==> src/rtl/fence_seq_pkg.sv <==
// Shared types for the fence sequencer: request kinds, FSM states and the perf counter width.
package fence_seq_pkg;

    typedef enum logic [1:0] {
        FENCE      = 2'b00,
        FENCE_I    = 2'b01,
        SFENCE_VMA = 2'b10,
        RSVD       = 2'b11
    } fence_type_e;

    typedef enum logic [2:0] {
        StIdle,
        StDrain,
        StWalk,
        StIcInv,
        StTlbFl,
        StDone
    } fence_state_e;

    localparam int unsigned PERF_W = 16;

endpackage

==> src/rtl/fence_seq_walker.sv <==
// D$ set/way walk counter: way is the fast index, the set advances when the way wraps.
module fence_seq_walker #(
    parameter int unsigned NR_SETS = 128,
    parameter int unsigned NR_WAYS = 2,
    parameter int unsigned SET_W   = $clog2(NR_SETS),
    parameter int unsigned WAY_W   = (NR_WAYS > 1) ? $clog2(NR_WAYS) : 1
) (
    input  logic             clk_i,
    input  logic             rst_i,
    input  logic             clr_i,
    input  logic             adv_i,
    output logic [SET_W-1:0] set_o,
    output logic [WAY_W-1:0] way_o,
    output logic             last_o
);

    localparam logic [SET_W-1:0] SetLast = SET_W'(NR_SETS - 1);
    localparam logic [WAY_W-1:0] WayLast = WAY_W'(NR_WAYS - 1);

    logic [SET_W-1:0] r_set;
    logic [SET_W-1:0] w_set_next;
    logic [WAY_W-1:0] r_way;
    logic [WAY_W-1:0] w_way_next;
    logic             w_way_wrap;

    assign w_way_wrap = (r_way == WayLast);

    // Power-of-two set count lets the final increment wrap the set back to 0.
    always_comb begin
        w_set_next = r_set;
        w_way_next = r_way;
        if (clr_i) begin
            w_set_next = '0;
            w_way_next = '0;
        end else if (adv_i) begin
            if (w_way_wrap) begin
                w_way_next = '0;
                w_set_next = r_set + 1'b1;
            end else begin
                w_way_next = r_way + 1'b1;
            end
        end
    end

    always_ff @(posedge clk_i or posedge rst_i) begin
        if (rst_i) begin
            r_set <= '0;
            r_way <= '0;
        end else begin
            r_set <= w_set_next;
            r_way <= w_way_next;
        end
    end

    assign set_o  = r_set;
    assign way_o  = r_way;
    assign last_o = (r_set == SetLast) && w_way_wrap;

endmodule

==> src/rtl/fence_sequencer.sv <==
// Sequences write-buffer drain, D$ clean+invalidate walk, I$ invalidate and TLB flush for fences.
// Optional CVA6_FENCE_SEQ_PERF_EN adds perf_cycles_o, the latency of the last completed sequence.
module fence_sequencer
    import fence_seq_pkg::*;
#(
    parameter int unsigned NR_SETS = 128,
    parameter int unsigned NR_WAYS = 2,
    parameter int unsigned SET_W   = $clog2(NR_SETS),
    parameter int unsigned WAY_W   = (NR_WAYS > 1) ? $clog2(NR_WAYS) : 1
) (
    input  logic              clk_i,
    input  logic              rst_i,
    input  logic              req_valid_i,
    input  logic [1:0]        req_type_i,
    output logic              req_ready_o,
    output logic              busy_o,
    output logic              done_o,
    input  logic              wbuf_empty_i,
    output logic              dc_flush_valid_o,
    input  logic              dc_flush_ready_i,
    output logic [SET_W-1:0]  dc_flush_set_o,
    output logic [WAY_W-1:0]  dc_flush_way_o,
    output logic              ic_flush_o,
`ifdef CVA6_FENCE_SEQ_PERF_EN
    output logic [PERF_W-1:0] perf_cycles_o,
`endif
    output logic              tlb_flush_o
);

    fence_state_e r_state;
    fence_state_e w_state_next;
    fence_type_e  r_type;
    logic         w_accept;
    logic         w_walk_hs;
    logic         w_last;

    assign w_accept  = (r_state == StIdle) && req_valid_i;
    assign w_walk_hs = (r_state == StWalk) && dc_flush_ready_i;

    fence_seq_walker #(
        .NR_SETS (NR_SETS),
        .NR_WAYS (NR_WAYS),
        .SET_W   (SET_W),
        .WAY_W   (WAY_W)
    ) u_walker (
        .clk_i  (clk_i),
        .rst_i  (rst_i),
        .clr_i  (w_accept),
        .adv_i  (w_walk_hs),
        .set_o  (dc_flush_set_o),
        .way_o  (dc_flush_way_o),
        .last_o (w_last)
    );

    always_ff @(posedge clk_i or posedge rst_i) begin
        if (rst_i) begin
            r_state <= StIdle;
            r_type  <= FENCE;
        end else begin
            r_state <= w_state_next;
            if (w_accept) begin
                r_type <= fence_type_e'(req_type_i);
            end
        end
    end

    // Reserved requests fall through every type test and behave as FENCE.
    always_comb begin
        w_state_next     = r_state;
        req_ready_o      = 1'b0;
        busy_o           = 1'b1;
        done_o           = 1'b0;
        dc_flush_valid_o = 1'b0;
        ic_flush_o       = 1'b0;
        tlb_flush_o      = 1'b0;
        unique case (r_state)
            StIdle: begin
                req_ready_o = 1'b1;
                busy_o      = 1'b0;
                if (req_valid_i) begin
                    w_state_next = StDrain;
                end
            end
            StDrain: begin
                if (wbuf_empty_i) begin
                    w_state_next = (r_type == SFENCE_VMA) ? StTlbFl : StWalk;
                end
            end
            StWalk: begin
                dc_flush_valid_o = 1'b1;
                if (dc_flush_ready_i && w_last) begin
                    w_state_next = (r_type == FENCE_I) ? StIcInv : StDone;
                end
            end
            StIcInv: begin
                ic_flush_o   = 1'b1;
                w_state_next = StDone;
            end
            StTlbFl: begin
                tlb_flush_o  = 1'b1;
                w_state_next = StDone;
            end
            StDone: begin
                done_o       = 1'b1;
                w_state_next = StIdle;
            end
            default: begin
                w_state_next = StIdle;
            end
        endcase
    end

`ifdef CVA6_FENCE_SEQ_PERF_EN
    logic [PERF_W-1:0] r_perf_run;
    logic [PERF_W-1:0] r_perf_last;
    logic [PERF_W-1:0] w_perf_inc;

    assign w_perf_inc = (r_perf_run == '1) ? r_perf_run : r_perf_run + 1'b1;

    // r_perf_run counts busy cycles already elapsed; the DONE cycle itself is added on capture.
    always_ff @(posedge clk_i or posedge rst_i) begin
        if (rst_i) begin
            r_perf_run  <= '0;
            r_perf_last <= '0;
        end else begin
            if (w_accept) begin
                r_perf_run <= '0;
            end else if (r_state != StIdle) begin
                r_perf_run <= w_perf_inc;
            end
            if (r_state == StDone) begin
                r_perf_last <= w_perf_inc;
            end
        end
    end

    assign perf_cycles_o = r_perf_last;
`endif

endmodule

==> config.mk <==
export PLATFORM = sky130hd
export DESIGN_NAME = fence_sequencer
export DESIGN_NICKNAME = d
export VERILOG_FILES = /design/src/rtl/fence_seq_pkg.sv /design/src/rtl/fence_seq_walker.sv /design/src/rtl/fence_sequencer.sv
export SDC_FILE = /design/constraint.sdc
export NUM_CORES = 1
export LEC_CHECK = 0
export BUFFER_PORTS_ARGS = -buffer_cell sky130_fd_sc_hd__buf_2
export CAP_MARGIN = 10
export CORE_MARGIN = 5
export CORE_UTILIZATION = 35
export CTS_CLUSTER_SIZE = 24
export DETAILED_ROUTE_END_ITERATION = 6
export PLACE_DENSITY_LB_ADDON = 0.15
export SETUP_SLACK_MARGIN = 0.4
export SLEW_MARGIN = 10
export SYNTH_ARGS = -nofsm -noshare
export SYNTH_HDL_FRONTEND = slang
export SYNTH_SLANG_ARGS = --single-unit
export TNS_END_PERCENT = 50
==> constraint.sdc <==
create_clock -name clk_i -period 3.14 [get_ports clk_i]
set_input_delay 0.157 -clock clk_i [delete_from_list [all_inputs] [get_ports clk_i]]
set_output_delay 0.157 -clock clk_i [all_outputs]
set_load 0.02 [all_outputs]
==> results.tsv <==
stage	metric	value	unit
critical_path	CP Class	reg2out	
critical_path	Crit. Startpoint	r_state[1]	
drt	Post-Route WL	1.71	mm
critical_path	CP Max Fanout	14	
timing	Fin. Hold Viols	0	
finish	# diodes	0	
finish	layout cells sized above 1	25.7	%
finish	synthesis-to-layout area growth	20.3	%
timing	Setup Skew	0.00444	ns
yosys	top post-synthesis cells by area	dfrtp_1, nand2_1, nor2b_1	
global_route	total grt overflow	0	
placed_design	Port Buf Inserts	20	
yosys	Cells after Synth	84	
yosys	leading area contributor after synthesis	dfrtp_1	
drt	initial detailed-routing violation count	20	
drt	Residual DRC	0	
drt	ANT nets after route	0	
cts	clock slew at reported path FFs	0.08	ns
status	status	finished clean	
critical_path	Worst Path Arrival	1.65	ns
placed_design	GPL Wtd Cong	0.782	
cts	CTS sink cnt	13	
global_route	GRT Total Usage	12.0	%
drt	DR vias/cell	5.20	
timing	RSZ-0062 raised after global routing	no	
finish	Layout fillers	205	
cts	Num CTS Buffers	3	
timing	Final Setup Violations	0	
cts	H-tree depth	1	
run	Max-Cap Viols	0	
floorplanning	num ports	21	
drt	wire per inst	12.9	um
yosys	Main synth FF type	dfrtp_1	
global_route	largest net degree at the start of global routing	15	
cts	root cell of the clock tree	clkbuf_4	
yosys	Seq cells post-synth	13	
yosys	Yosys top cell area share	42.8	%
yosys	Ys Warns	0	
finish	nets@finish	114	
pwr	Lkg Pwr	0.461	nW
floorplanning	core area	0.00202	mm2
cts	later-pin clock latency in the skew report	0.28	ns
timing	fin. max-slew vios	0	
yosys	Post-synth EDFFs	0	
finish	Design Area, Final	913	um2
timing	Max Freq	554	MHz
finish	Core Util, Final	45.2	%
pwr	PwrDens	756	mW/mm2
floorplanning	Die H	56.6	um
yosys	synth unique cells	35	
critical_path	CP Launch Type	flip-flop	
yosys	Post-synth top cells	dfrtp_1, nand2_1, nor2_1	
cts	CTS tree	built	
yosys	asr flop ratio synth	100	%
global_route	number of global-route vias before repair	643	
timing	Setup TNS	0	ns
min_path	HP Class	in2reg	
floorplanning	Die Wd	56.6	um
yosys	sequential-to-total area share from yosys stat	42.8	%
yosys	Synthesized Nets	92	
critical_path	Worst Setup End Kind	primary output	
min_path	min-delay src	req_type_i[1]	
timing	fin crit share	57.5	%
yosys	Avg Cell Area, Syn	9.04	um2
pwr	Tot Pwr	690	uW
global_route	first-pass GRT wire length	2.99	mm
timing	Worst Tran Pin Value	0.727	ns
critical_path	R2R Path Start	r_state[1]	
floorplanning	initial core utilization	37.6	%
critical_path	critical path required time	2.98	ns
floorplanning	die area	0.00320	mm2
placed_design	DP HPWL	1.30	mm
cts	clk buf depth	2	
timing	slew margin rel.	51.4	%
timing	final worst path period need	1.80	ns
drt	DRT Pass-1 Iters	4	
yosys	post-synthesis instance area	759	um2
floorplanning	num rows	16	
global_route	antenna violations before repair	0	
placed_design	placed cell area	877	um2
drt	DR vias	686	
pwr	Max IR drop VDD	363	uV
==> layout make-up <==
type                            instances  area [um2]  share of cell area (%)
Multi-Input combinational cell         62         399                    43.7
Timing Repair Buffer                   21         110                    12.1
Tap cell                               27        33.8                    3.70
Clock buffer                            4        26.3                    2.88
Inverter                                5        18.8                    2.05
Sequential cell                        13         325                    35.6
==> registers in the layout (all words and copies together) (netlist names) <==
name and cells:
r_state 3, r_type 2, u_walker.set_o 7, u_walker.way_o 1
==> cell families after synthesis <==
logic type | synth area share, %
AOI/OAI and AO/OA | 17.8
and+or+nand+nor | 29.5
DFF | 42.8
buffers and inverters | 4.61
muxes | 1.32
adders and majority gates | 1.65
xor gates and xnor gates | 2.31
==> power breakdown <==
group / internal, mW / switching, mW
Sequential: 0.207 / 0.0727
Clock: 0.0493 / 0.0582
Combinational: 0.123 / 0.180
Total: 0.379 / 0.311
==> path summary, 6_finish.rpt <==
check / endpoint / slack (ns) / cells after the start
worst max-delay path: dc_flush_valid_o / 1.34 / 3
worst min-delay path: r_type[1] / 0.07 / 3
worst max register to register: u_walker.set_o[5] / 1.42 / 4
worst min register to register: r_type[1] / 0.51 / 2
max in group asynchronous: r_state[2] / 2.35 / 3
min in group asynchronous: u_walker.set_o[1] / 0.44 / 3
==> metal layers <==
metal	up-vias	part of all wire [%]	GRT usage, %
met5	-	0	0
met2	20	44	16.7
li1	341	-	-
met3	4	6.3	4.59
met1	321	49	16.0
met4	0	1.3	6.10
==> through the flow <==
| stage | setup slack [ns] | std cells | hold WS, ns |
|---|---|---|---|
| floorplan | 1.52 | 84 | 0.0340 |
| global placement | 1.46 | 127 | 0.218 |
| detailed placement | 1.42 | 127 | 0.219 |
| CTS | 1.33 | 132 | 0.0668 |
| global route | 1.23 | 132 | 0.0522 |
| finish | 1.34 | 132 | 0.0668 |
==> what timing repair did <==
item	CTS	global route
hold buffers	1	0
endpoints found under the hold margin	13	0
setup buffers	0	0
resized for setup	0	0
==> worst max-delay path, cell delays in order (launching register included) <==
cell	delay, ns
dfrtp_1	0.56
or3b_1	0.54
inv_2	0.11
buf_2	0.16
==> placed cells by master (no fill, tap or decap), drive strengths merged, types with 2 or more instances in the layout <==
cell type	Yosys	routed
buf	1	20
nand3	3	3
o21ai	6	6
nor2	5	5
inv	5	5
nor2b	4	4
o31ai	2	2
nand2	13	13
a21oi	4	4
o32ai	2	2
clkbuf	3	4
nor3b	2	2
xnor2	2	2
nor3	2	2
dfrtp	13	13
No activity file was read; power rests on OpenSTA's default activity.
